$ cat src/rtl/postadder_normalizer.sv
// Float-add back end: normalizes the adder sum one shift per cycle,
// rounds to nearest-even (or truncates) and packs an IEEE-754 single.
// Ports: clk, rst (sync, active-high); in_valid/in_ready operand handshake
// carrying sign, exp, sum[28:0], loss[1:0]; out_valid/out_ready result
// handshake carrying result[31:0], inexact, overflow.
module postadder_normalizer #(
  parameter int EXP_W    = 8,
  parameter bit TRUNCATE = 1'b0
) (
  input  logic             clk,
  input  logic             rst,
  input  logic             in_valid,
  output logic             in_ready,
  input  logic             sign,
  input  logic [EXP_W-1:0] exp,
  input  logic [28:0]      sum,
  input  logic [1:0]       loss,
  output logic [31:0]      result,
  output logic             inexact,
  output logic             overflow,
  output logic             out_valid,
  input  logic             out_ready
);

  typedef enum logic [1:0] {
    IDLE,
    NORM,
    ROUND,
    DONE
  } state_t;

  localparam logic [EXP_W:0] ONE  = {{EXP_W{1'b0}}, 1'b1};
  localparam logic [EXP_W:0] EMAX = {1'b0, {EXP_W{1'b1}}};

  state_t         r_state, w_state;
  logic           r_sign, w_sign;
  logic [EXP_W:0] r_e, w_e;
  logic [28:0]    r_m, w_m;
  logic           r_s, w_s;
  logic [31:0]    r_result, w_result;
  logic           r_inexact, w_inexact;
  logic           r_overflow, w_overflow;

  // Capture-side helpers
  logic [EXP_W:0] w_e_in;
  logic [EXP_W:0] w_e_inc;

  assign w_e_in  = (exp == '0) ? ONE : {1'b0, exp};
  assign w_e_inc = w_e_in + ONE;

  // Rounding helpers
  logic           w_g;
  logic           w_rs;
  logic           w_inc;
  logic [24:0]    w_rnd;
  logic [EXP_W:0] w_e_rnd;
  logic [EXP_W:0] w_ef;
  logic [22:0]    w_frac;

  assign w_g     = r_m[3];
  assign w_rs    = r_m[2] | r_m[1] | r_m[0] | r_s;
  assign w_inc   = !TRUNCATE && w_g && (w_rs || r_m[4]);
  assign w_rnd   = {1'b0, r_m[27:4]} + {24'b0, w_inc};
  // A carry out of the hidden bit renormalizes to 1.0 x 2^(E+1)
  assign w_e_rnd = w_rnd[24] ? r_e + ONE : r_e;
  assign w_frac  = w_rnd[24] ? 23'b0 : w_rnd[22:0];
  assign w_ef    = (w_rnd[24] || w_rnd[23]) ? w_e_rnd : '0;

  always_comb begin
    w_state    = r_state;
    w_sign     = r_sign;
    w_e        = r_e;
    w_m        = r_m;
    w_s        = r_s;
    w_result   = r_result;
    w_inexact  = r_inexact;
    w_overflow = r_overflow;
    unique case (r_state)
      IDLE: begin
        if (in_valid) begin
          w_sign = sign;
          w_s    = |loss;
          w_e    = w_e_in;
          w_m    = sum;
          if (sum == '0) begin
            w_result   = {sign, 31'b0};
            w_inexact  = |loss;
            w_overflow = 1'b0;
            w_state    = DONE;
          end else if (sum[28]) begin
            w_m = sum >> 1;
            w_s = (|loss) | sum[0];
            w_e = w_e_inc;
            if (w_e_inc == EMAX) begin
              w_result   = {sign, 8'hFF, 23'b0};
              w_inexact  = 1'b1;
              w_overflow = 1'b1;
              w_state    = DONE;
            end else begin
              w_state = NORM;
            end
          end else begin
            w_state = NORM;
          end
        end
      end
      NORM: begin
        if (!r_m[27] && (r_e > ONE)) begin
          w_m = r_m << 1;
          w_e = r_e - ONE;
        end else begin
          w_state = ROUND;
        end
      end
      ROUND: begin
        w_result   = {r_sign, w_ef[EXP_W-1:0], w_frac};
        w_inexact  = w_g | w_rs;
        w_overflow = w_rnd[24] && (w_e_rnd == EMAX);
        w_state    = DONE;
      end
      DONE: begin
        if (out_ready) w_state = IDLE;
      end
      default: w_state = IDLE;
    endcase
  end

  always_ff @(posedge clk) begin
    if (rst) begin
      r_state    <= IDLE;
      r_sign     <= 1'b0;
      r_e        <= '0;
      r_m        <= '0;
      r_s        <= 1'b0;
      r_result   <= '0;
      r_inexact  <= 1'b0;
      r_overflow <= 1'b0;
    end else begin
      r_state    <= w_state;
      r_sign     <= w_sign;
      r_e        <= w_e;
      r_m        <= w_m;
      r_s        <= w_s;
      r_result   <= w_result;
      r_inexact  <= w_inexact;
      r_overflow <= w_overflow;
    end
  end

  assign in_ready  = (r_state == IDLE);
  assign out_valid = (r_state == DONE);
  assign result    = r_result;
  assign inexact   = r_inexact;
  assign overflow  = r_overflow;

endmodule

$ cat config.mk
export PLATFORM = sky130hd
export DESIGN_NAME = postadder_normalizer
export DESIGN_NICKNAME = d
export VERILOG_FILES = /design/src/rtl/postadder_normalizer.sv
export SDC_FILE = /design/constraint.sdc
export NUM_CORES = 1
export LEC_CHECK = 0
export ABC_AREA = 1
export BUFFER_PORTS_ARGS = -buffer_cell sky130_fd_sc_hd__buf_2
export CAP_MARGIN = 20
export CORE_UTILIZATION = 40
export CTS_BUF_LIST = sky130_fd_sc_hd__clkbuf_8
export DETAILED_ROUTE_END_ITERATION = 12
export GPL_TIMING_DRIVEN = 0
export PLACE_DENSITY = 0.62
export SETUP_SLACK_MARGIN = 0.15
export SYNTH_ARGS = -nofsm -noshare
export SYNTH_HDL_FRONTEND = slang
export SYNTH_SLANG_ARGS = --single-unit
$ cat constraint.sdc
create_clock -name clk -period 6.4 [get_ports clk]
set_clock_uncertainty 0.2 [all_clocks]
set_input_delay 1.28 -clock clk [delete_from_list [all_inputs] [get_ports clk]]
set_output_delay 1.28 -clock clk [all_outputs]
set_load 0.03 [all_outputs]
Yosys cells after proc, flatten, opt, wreduce, memory -nomap -nowiden
Index checks and enable logic that the tools add are counted.
Cells by class
  add/subtract/negate cells: 4
  bitwise logic cells: 5
  eq/ne operators: 11
  reduce and logical (&&, ||, !) cells: 16
  order comparisons: 1
  multiplexer cells: 36
Operator list (number)
  $mux 32: 4
  $mux 28: 4
  $pmux 32 s2: 1
  $pmux 28 s2: 1
  $mux 9: 5
  $logic_not 29->1: 1
  $add 24x1->25: 1
  $mux 23: 1
  $eq 9x8->1 const B: 2
  $pmux 9 s2: 1
  $mux 8: 2
  $mux 2: 6
  $add 8x1->9 const B: 1
  $add 9x1->9 const B: 1
  $gt 9x1->1 const B: 1
  $sub 9x1->9 const B: 1
  $logic_not 8->1: 1
  $mux 1: 8
  $pmux 2 s4: 1
  $ne 2x2->1 const B: 3
  $ne 3x1->1 const B: 2
  $reduce_and 3->1: 2
  $or 1x1->1: 5
  $eq 2x2->1 const B: 2
  other kinds (11): 16
Storage, ports and cells
  input bits: 44
  logic and storage cells: 81
  flip-flop bits (word level): 75

Logic depth before layout (Yosys ltp)
Gate-level depths: netlist of the first run.
  word-level depth: 10
  depth in mapped cells: 16
  depth with buffers taken out: 16

Worst setup path after synthesis of the first run
Ideal clock, no wire load.
  kind: in2reg
  start point: input port sum[28]
  end point: register r_result[15] (netlist: result[15])
  slack: 3.671 ns
  path buffers: 3
  stages: 14
  required time: 6.136 ns
  arrival: 2.465 ns
  path through: buf_2 nor2_1 nand3_1 nor2_1 nand2_1 nor2_1 nor2_1 nand2_2 nand2_4 inv_2 buf_6 buf_6 nor2_2 nor2_1
Between the ends
  longest elaborated chain between the ends: 4
  elaborated cells on any way between the ends: 7
  classes of those cells: eq/ne (2); mux (3); reduce/logical (2)
Ends and longest elaborated chain
  start: declaration: RTL line 16  | input logic [28:0] sum,
  $logic_not 29->1: RTL line 85  | if (sum == '0) begin
  $mux 32: RTL line 85
  $mux 32: RTL line 80  | if (in_valid) begin
  $pmux 32 s2: RTL line 78  | unique case (r_state)
  end signal: assignment: RTL line 144  | r_result <= w_result;
  end: declaration: RTL line 40  | logic [31:0] r_result, w_result;
Parallel ways exist; a longest one is shown, timed or not. The select of a mux whose other input is x is not followed.
A chain may end at the register's enable or synchronous reset.

Final worst setup path of the first run
  start point: input port sum[28]
  end point: register r_result[24] (netlist: result[24])
The elaborated chain is that of the path after synthesis.

==> flow_summary_export.csv, run 1 <==
group,metric,value,unit
finish,drive_gt1_frac,0.1573,
finish,layout_commonest_cell,"nand2_1",
clocking,clkSlewWorstSetupHoldPaths,0.07,ns
finish,nets,996,
clocking,ctsHtreeMaxLevel,3,
critical_path,crit_path_start_kind,"input pin",
drt,dr.first_iter.drc_count,514,
sta,fmax,328.5,MHz
critical_path,worstPathMaxFanout,9,
critical_path,crit_path_top_delay_cell,"nor2_1",
clocking,cts_setup_buffers,0,
synthesis,syn_avg_cell_area,6.017,sq um
power,comb_power_share,0.555,
finish,fin_util,0.4694,
finish,area_delta_synth_final,14.66,%
sta,finalCritPeriodShare,0.4757,
global_route,met2_usage,0.3621,
clocking,numCtsBuffers,9,
floorplan,dieArea,13320,sq um
finish,antennaDiodeCount,0,
global_route,gr-usage-met3,0.03713,
global_route,track_usage,0.2406,
synthesis,yosysSeqAreaShare,0.2918,
drt,dr.pass1.iters,5,
critical_path,reg2reg_from,"r_m[3]",
placement,port_buffers,78,
clocking,cts_tree,"yes",
global_route,antenna_found_initial,0,
critical_path,worstRegToRegCells,14,
floorplan,core-area,12570,sq um
sta,worstMarginPinSlew,0.6178,ns
hold_path,hold_path.class,"flop to flop",
synthesis,syn_nets,907,
clocking,ctsHoldBuffers,0,
sta,finalSetupTns,0,ns
placement,dp_hpwl,12.09,mm
hold_path,whs_path_depth,2,
global_route,top_usage_layer,"met2",
global_route,use_met1,0.3477,
sta,relSlewSlack,0.5882,
critical_path,critPathMaxStageDelay,0.37,ns
global_route,grt_pass1_vias,4834,
critical_path,arrival,3.07,ns
finish,final_cell_mix,"nand2_1, nor2_1, inv_1",
synthesis,synth_cells,855,
drt,dr_total_vias,5429,
global_route,grt_pass1_wl,24.75,mm
synthesis,yosys_warnings,0,
critical_path,end_kind,"flop",
outcome,outcome,"complete, no violations",
floorplan,die_y,115.4,um
global_route,grt.overflow.total,0,
synthesis,synth_largest_area_cell,"dfxtp_1",
power,vdd_drop_max,0.1302,mV
power,switching_share,0.5156,
power,pwr_density_cell,425.7,nW/um^2
critical_path,r2r-end,"result[3]",
finish,design_area,5899,sq um
synthesis,synthTopCellsByArea,"dfxtp_1, nand2_1, nor2_1, inv_1, o21ai_0",
power,total_power,2.512,mW
global_route,grt_max_degree,12,
hold_path,min_from,"result[12]",
placement,placed_cell_area,5751,sq um
power,clockPowerShare,0.122,
sta,rsz0062_at_grt,"false",
clocking,clk_path_buf_depth,2,
synthesis,synth_top_cell_area_share,0.2918,
floorplan,num_rows,41,
placement,routabilityCongestion,0.8936,
floorplan,die_width,115.4,um
critical_path,worst-setup-path-type,"input pin to flop",
sta,fin_crit,3.045,ns
synthesis,synth_seq_cells,75,
power,leakage,2.788,nW
drt,post-route-drc-count,0,
critical_path,critPathBufInv,1,
clocking,root_buffer,"clkbuf_8",
sta,hold_viol,0,
drt,ant_nets,0,
sta,final_max_slew_viol_count,0,
clocking,clk_latency,0.36,ns
clocking,cts_sinks,75,
critical_path,cp_common_cell,"nor2_1",
synthesis,netlist_area,5145,sq um
critical_path,crit_family,"simple AND/OR/NAND/NOR gates",
hold_path,whs_endpoint,"result[12]",
drt,routedWlPerCell,13.67,um
power,pwr-share-seq,0.323,
power,p_sw,1.295,mW
power,p_int,1.217,mW
critical_path,crit_chain,"buf_2, nor2_1, nand3_1, nor2_1, nand2_1, nor2_1, nor2_1, nand2_2, nand2_4, nor2_2, a21oi_1",
critical_path,ff2ff_setup_slack,4.02,ns
synthesis,ys_types,36,
drt,wl,15.30,mm
clocking,post_cts_resized,0,
sta,setup_viol_count_final,0,
sta,hold_ws,0.2772,ns
drt,viasPerCell,4.852,
floorplan,start_util,0.4094,
floorplan,io_pins,80,
flow_run,max_cap_viol_count,0,
critical_path,crit_required,6.43,ns
## synthesized netlist by cell type, drive strengths merged
library cell / instances
nand2: 211
nor2: 180
inv: 101
dfxtp: 75
o21ai: 75
nand3: 40
a21oi: 39
a211oi: 26
clkbuf: 22
buf: 16
nand4: 14
nor3: 14
xor2: 14
ha: 8
o211ai: 6
or2: 3
a31oi: 2
clkinv: 2
mux2i: 1
nand3b: 1
nor3b: 1
o2111ai: 1
o31ai: 1
o41ai: 1
xnor2: 1
## area by class of cell
class,count,area (sq um)
plain buffers,38,175.2
clock buffers,9,123.9
clock inverters,5,25.02
flip-flops and latches,75,1501
well taps,172,215.2
multi-input cells,639,3082
repair buffers,78,390.4
fillers,1415,6669
inverters,103,386.6
## worst register-to-register path, delay by kind of cell, from the launching register on
kind            cells  cell delay, ns
fa+ha+maj           1            0.20
flops               1            0.40
compound gates      1            0.17
simple gates        9            1.00
buf+inv             3            0.29
## logic make-up (layout without fill, tap and decap cells)
logic type,count (synthesis),in the layout,share of synthesized area
and+or+nand+nor,464,464,0.3835
AOI/OAI and AO/OA,151,151,0.1685
buffers and inverters,141,233,0.1092
DFF,75,75,0.2918
xor gates and xnor gates,15,15,0.02554
adders and majority gates,8,8,0.01946
muxes,1,1,0.001946
## worst max-delay path by stage
| stage | start | endpoint | slack, ns | cells past startpoint |
|---|---|---|---|---|
| final | sum[28] | result[24] | 3.36 | 11 |
| after global routing | sum[28] | result[24] | 3.16 | 11 |
| after CTS | sum[28] | result[18] | 3.38 | 14 |
| after detailed placement | sum[28] | result[18] | 3.01 | 14 |
| after global placement | sum[28] | result[26] | 3.03 | 11 |
| after floorplan | sum[28] | result[15] | 3.67 | 14 |
## per-layer routing
layer  up-vias  wire [um]
met5         -          0
met4         0        280
met3        19        820
met2       154       6356
met1      2353       7838
li1       2903          -
## power groups by stage
stage | logic, mW | clock network (mW) | registers, mW
global route | 1.58 | 0.333 | 0.835
global placement | 1.38 | 0 | 0.813
CTS | 1.39 | 0.314 | 0.806
finish | 1.39 | 0.307 | 0.810
floorplan | 0.865 | 0 | 0.943
detailed placement | 1.38 | 0 | 0.816
## flip-flops by register name (all words and copies together), names as in the netlist
name and flops:
r_e 9, result 32, inexact 1, r_m 28, r_state 2, overflow 1, r_sign 1, r_s 1
## through the flow
stage | cells | setup WS, ns
2_1_floorplan | 855 | 3.671
3_3_place_gp | 1105 | 3.033
3_5_place_dp | 1105 | 3.010
4_1_cts | 1119 | 3.380
5_1_grt | 1119 | 3.161
6_report | 1119 | 3.355
Power figures use the tool's default switching activity.
==> run 2, diff against run 1 <==
--- a/config.mk
+++ b/config.mk
@@ -12,7 +12,7 @@
 export CTS_BUF_LIST = sky130_fd_sc_hd__clkbuf_8
 export DETAILED_ROUTE_END_ITERATION = 12
 export GPL_TIMING_DRIVEN = 0
-export PLACE_DENSITY = 0.62
+export PLACE_DENSITY = 0.64
 export SETUP_SLACK_MARGIN = 0.15
 export SYNTH_ARGS = -nofsm -noshare
 export SYNTH_HDL_FRONTEND = slang
==> constraint.sdc (replaced) <==
create_clock -name clk -period 2.8 [get_ports clk]
set_clock_uncertainty 0.2 [all_clocks]
set_input_delay 0.56 -clock clk [delete_from_list [all_inputs] [get_ports clk]]
set_output_delay 0.56 -clock clk [all_outputs]
set_load 0.03 [all_outputs]
==> flow_summary_export.csv, run 2 (synthesis results as in run 1) <==
group,metric,value,unit
sta,fin_crit,2.420,ns
finish,final_cell_mix,"nand2_1, nor2_1, inv_1",
finish,area_delta_synth_final,14.69,%
critical_path,crit_chain,"nand2_1, inv_1, ha_1, nand2_1, nor2_2, nand3_2, nor2_4, nand2_1, inv_2, nand2_1, nand2_2, inv_2, nand2_1, nand2_1, nand2_1, nor2_1",
sta,fmax,413.3,MHz
global_route,grt_pass1_vias,4812,
floorplan,die_y,115.4,um
drt,post-route-drc-count,2,
sta,finalSetupTns,0,ns
sta,final_max_slew_viol_count,0,
critical_path,crit_family,"simple AND/OR/NAND/NOR gates",
clocking,ctsHoldBuffers,0,
drt,dr.pass1.iters,8,
critical_path,crit_path_start_kind,"flop",
sta,worstMarginPinSlew,0.6191,ns
global_route,grt.overflow.total,0,
clocking,ctsHtreeMaxLevel,3,
sta,finalCritPeriodShare,0.8642,
global_route,track_usage,0.2391,
clocking,cts_setup_buffers,0,
critical_path,ff2ff_setup_slack,0.38,ns
power,vdd_drop_max,0.3900,mV
drt,dr_total_vias,5429,
sta,relSlewSlack,0.5873,
power,pwr_density_cell,971.8,nW/um^2
floorplan,dieArea,13320,sq um
finish,largest_reg_flops,32,
drt,routedWlPerCell,13.51,um
sta,hold_viol,0,
critical_path,arrival,2.49,ns
sta,hold_ws,0.2580,ns
outcome,outcome,"finished, violations left",
drt,viasPerCell,4.852,
floorplan,io_pins,80,
finish,nFillCells,1411,
finish,layout_commonest_cell,"nand2_1",
critical_path,crit_path_top_delay_cell,"dfxtp_1",
global_route,grt_max_degree,12,
floorplan,num_rows,41,
outcome,violations,"DRC",
clocking,root_buffer,"clkbuf_8",
clocking,clk_path_buf_depth,2,
global_route,grt_pass1_wl,24.41,mm
critical_path,end_kind,"flop",
clocking,cts_sinks,75,
placement,dp_hpwl,12.03,mm
sta,rsz0062_at_grt,"false",
floorplan,die_width,115.4,um
critical_path,critPathMaxStageDelay,0.40,ns
drt,ant_nets,0,
floorplan,core-area,12570,sq um
power,leakage,2.789,nW
drt,wl,15.12,mm
placement,routabilityCongestion,0.8788,
critical_path,crit_required,2.87,ns
finish,antennaDiodeCount,0,
finish,drive_gt1_frac,0.1584,
finish,nets,996,
critical_path,worstPathMaxFanout,8,
clocking,clk_latency,0.37,ns
critical_path,cp_common_cell,"nand2_1",
drt,dr.first_iter.drc_count,419,
hold_path,hold_path.class,"input pin to flop",
clocking,cts_tree,"yes",
critical_path,worst-setup-path-type,"flop to flop",
floorplan,start_util,0.4094,
flow_run,max_cap_viol_count,0,
clocking,numCtsBuffers,9,
sta,setup_viol_count_final,0,
placement,port_buffers,78,
global_route,antenna_found_initial,0,
critical_path,critPathBufInv,3,
clocking,clkSlewWorstSetupHoldPaths,0.09,ns
==> run 2: layout make-up <==
class,count,area (sq um),area share
repair buffers,78,390.4,0.06616
clock buffers,9,123.9,0.02099
inverters,103,386.6,0.06552
multi-input cells,639,3082,0.5223
plain buffers,38,175.2,0.02969
clock inverters,5,25.02,0.004241
well taps,172,215.2,0.03647
flip-flops and latches,75,1503,0.2547
==> run 2: worst reg2reg max path: cells and delay by family, from the launching register on <==
kind          cells  cell delay [ns]
fa+ha+maj         1             0.21
buf+inv           3             0.30
flops             1             0.40
simple gates     12             1.20
==> run 2: path summary, 6_finish.rpt <==
kind | start | to | cells after the start
setup / recovery | r_m[4] | result[15] | 16
setup reg to reg | r_m[4] | result[15] | 16
hold / removal | rst | r_m[27] | 2
hold reg to reg | result[1] | result[1] | 2
==> run 2: power breakdown <==
part / total, mW / internal, mW / switching [mW]
logic: 3.18 / 1.00 / 2.18
registers: 1.85 / 1.48 / 0.375
clock network: 0.702 / 0.302 / 0.400
total: 5.73 / 2.78 / 2.95
==> run 2: layer usage <==
| layer | global-route usage | wire length, um | vias to the layer above |
|---|---|---|---|
| li1 | - | - | 2913 |
| met1 | 0.3445 | 7780 | 2349 |
| met4 | 0.09177 | 282 | 0 |
| met3 | 0.02772 | 675 | 20 |
| met5 | 0 | 0 | - |
| met2 | 0.3637 | 6378 | 147 |
==> run 2: metrics by stage <==
| step | cell area [sq um] | power [mW] | worst slack [ns] | util | instances |
|---|---|---|---|---|---|
| 5_1_grt | 5901 | 6.261 | 0.1614 | 0.4695 | 1119 |
| 3_3_place_gp | 5751 | 4.998 | 0.2126 | 0.4575 | 1105 |
| 2_1_floorplan | 5145 | 4.135 | 0.7796 | - | 855 |
| 4_1_cts | 5899 | 5.729 | 0.4154 | 0.4694 | 1119 |
| 3_5_place_dp | 5751 | 5.014 | 0.1976 | 0.4575 | 1105 |
| 6_report | 5901 | 5.734 | 0.3803 | 0.4695 | 1119 |
==> run 2: what timing repair did <==
| action | 4_1_cts | 5_1_grt |
|---|---|---|
| endpoints found under the hold margin | 0 | 0 |
| endpoints found under the setup margin | 0 | 1 |
| resized for setup | 0 | 1 |
==> run 3, diff against run 2 <==
--- a/config.mk
+++ b/config.mk
@@ -8,11 +8,11 @@
 export ABC_AREA = 1
 export BUFFER_PORTS_ARGS = -buffer_cell sky130_fd_sc_hd__buf_2
 export CAP_MARGIN = 20
-export CORE_UTILIZATION = 40
+export CORE_UTILIZATION = 54
 export CTS_BUF_LIST = sky130_fd_sc_hd__clkbuf_8
 export DETAILED_ROUTE_END_ITERATION = 12
 export GPL_TIMING_DRIVEN = 0
-export PLACE_DENSITY = 0.64
+export PLACE_DENSITY = 0.82
 export SETUP_SLACK_MARGIN = 0.15
 export SYNTH_ARGS = -nofsm -noshare
 export SYNTH_HDL_FRONTEND = slang
==> flow_summary_export.csv, run 3 (synthesis results as in run 1) <==
group,metric,value,unit
outcome,outcome,"complete, no violations",
power,switching_share,0.5027,
critical_path,arrival,2.42,ns
drt,viasPerCell,5.117,
clocking,numCtsBuffers,9,
global_route,grt_pass1_vias,4822,
floorplan,start_util,0.5568,
sta,relSlewSlack,0.6110,
drt,post-route-drc-count,0,
critical_path,end_kind,"flop",
power,comb_power_share,0.536,
finish,fin_util,0.6391,
power,pwr-share-seq,0.314,
drt,dr.first_iter.drc_count,463,
clocking,post_cts_resized,0,
clocking,ctsHtreeMaxLevel,3,
clocking,clk_latency,0.37,ns
clocking,clk_path_buf_depth,2,
sta,finalCritPeriodShare,0.8453,
drt,ant_nets,0,
drt,dr_total_vias,5516,
finish,nets,996,
drt,dr_wl_met2,6.014,mm
floorplan,num_rows,35,
global_route,grt_max_degree,15,
critical_path,crit_path_start_kind,"flop",
finish,drive_gt1_frac,0.1612,
sta,final_max_slew_viol_count,0,
finish,largest_reg_flops,32,
sta,layout_setup_ws,0.4331,ns
drt,dr_wl_met3,870,um
floorplan,io_pins,80,
sta,setup_viol_count_final,0,
power,vdd_drop_max,0.3742,mV
flow_run,max_cap_viol_count,0,
drt,highest_layer,"met4",
floorplan,die_width,99.61,um
global_route,grt_pass1_wl,22.91,mm
critical_path,worst-setup-path-type,"flop to flop",
sta,fmax,422.5,MHz
sta,hold_viol,0,
critical_path,worstPathMaxFanout,8,
power,p_int,2.922,mW
global_route,antenna_found_initial,0,
placement,dp_hpwl,11.00,mm
power,leakage,2.805,nW
finish,final_cell_mix,"nand2_1, nor2_1, inv_1",
global_route,track_usage,0.2905,
global_route,grt.overflow.total,0,
floorplan,dieArea,9922,sq um
floorplan,die_y,99.61,um
drt,dr.pass1.iters,5,
sta,rsz0062_at_grt,"false",
power,p_sw,2.953,mW
drt,wl_met1,6.768,mm
drt,routedWlPerCell,12.86,um
clocking,clkSlewWorstSetupHoldPaths,0.09,ns
finish,layout_commonest_cell,"nand2_1",
power,clockPowerShare,0.151,
drt,wl,13.87,mm
placement,routabilityCongestion,0.8942,
placement,post-place-ws,0.3371,ns
clocking,cts_setup_buffers,0,
finish,area_delta_synth_final,14.79,%
sta,worstMarginPinSlew,0.5834,ns
critical_path,crit_required,2.86,ns
clocking,root_buffer,"clkbuf_8",
sta,fin_crit,2.367,ns
hold_path,hold_path.class,"input pin to flop",
finish,antennaDiodeCount,0,
power,pwr_density_cell,994.9,nW/um^2
clocking,cts_sinks,75,
placement,port_buffers,78,
power,total_power,5.875,mW
clocking,cts_tree,"yes",
sta,finalSetupTns,0,ns
floorplan,core-area,9240,sq um
clocking,ctsHoldBuffers,0,
## run 3: worst max-delay path: stages (launching register included)
cell and delay (ns):
dfxtp_1 0.40, nand2_1 0.07, inv_1 0.12, ha_1 0.20, nand2_1 0.08, nor2_2 0.15, nand3_2 0.17, nor2_4 0.16
nand2_1 0.11, inv_2 0.08, nand2_1 0.08, nand2_2 0.14, inv_2 0.09, nand2_1 0.07, nand2_1 0.05, nand2_1 0.06
nor2_1 0.04
## run 3: cell type report
type / instances / area [sq um]
Tap cell: 129 / 161.4
Clock inverter: 6 / 71.32
Multi-Input combinational cell: 639 / 3082
Fill cell: 957 / 3334
Clock buffer: 10 / 137.6
Inverter: 103 / 386.6
Timing Repair Buffer: 78 / 390.4
Sequential cell: 75 / 1501
Buffer: 38 / 175.2
## run 3: final timing paths
path	cells after the start	to	slack (ns)	from
worst max-delay path	16	result[1]	0.43	r_m[3]
worst min-delay path	2	result[21]	0.25	rst
worst max register to register	16	result[1]	0.43	r_m[3]
worst min register to register	2	result[2]	0.28	result[2]
## run 3: layer usage
metal,up-vias,global-route usage
li1,2909,-
met3,25,0.05552
met4,0,0.07353
met5,-,0
met1,2371,0.4043
met2,211,0.4615
## run 3: stage by stage
stage,cells,area [sq um],hold WS [ns]
2_1_floorplan,855,5145,0.2545
3_3_place_gp,1062,5697,0.2562
3_5_place_dp,1062,5697,0.2660
4_1_cts,1078,5906,0.2493
5_1_grt,1078,5906,0.2588
6_report,1078,5906,0.2475
## run 3: power groups by stage
stage / Combinational (mW) / Clock (mW) / Sequential [mW]
2_1_floorplan: 1.98 / 0 / 2.16
3_3_place_gp: 3.07 / 0 / 1.85
3_5_place_dp: 3.10 / 0 / 1.86
4_1_cts: 3.12 / 0.890 / 1.84
5_1_grt: 3.52 / 0.943 / 1.90
6_report: 3.15 / 0.885 / 1.84
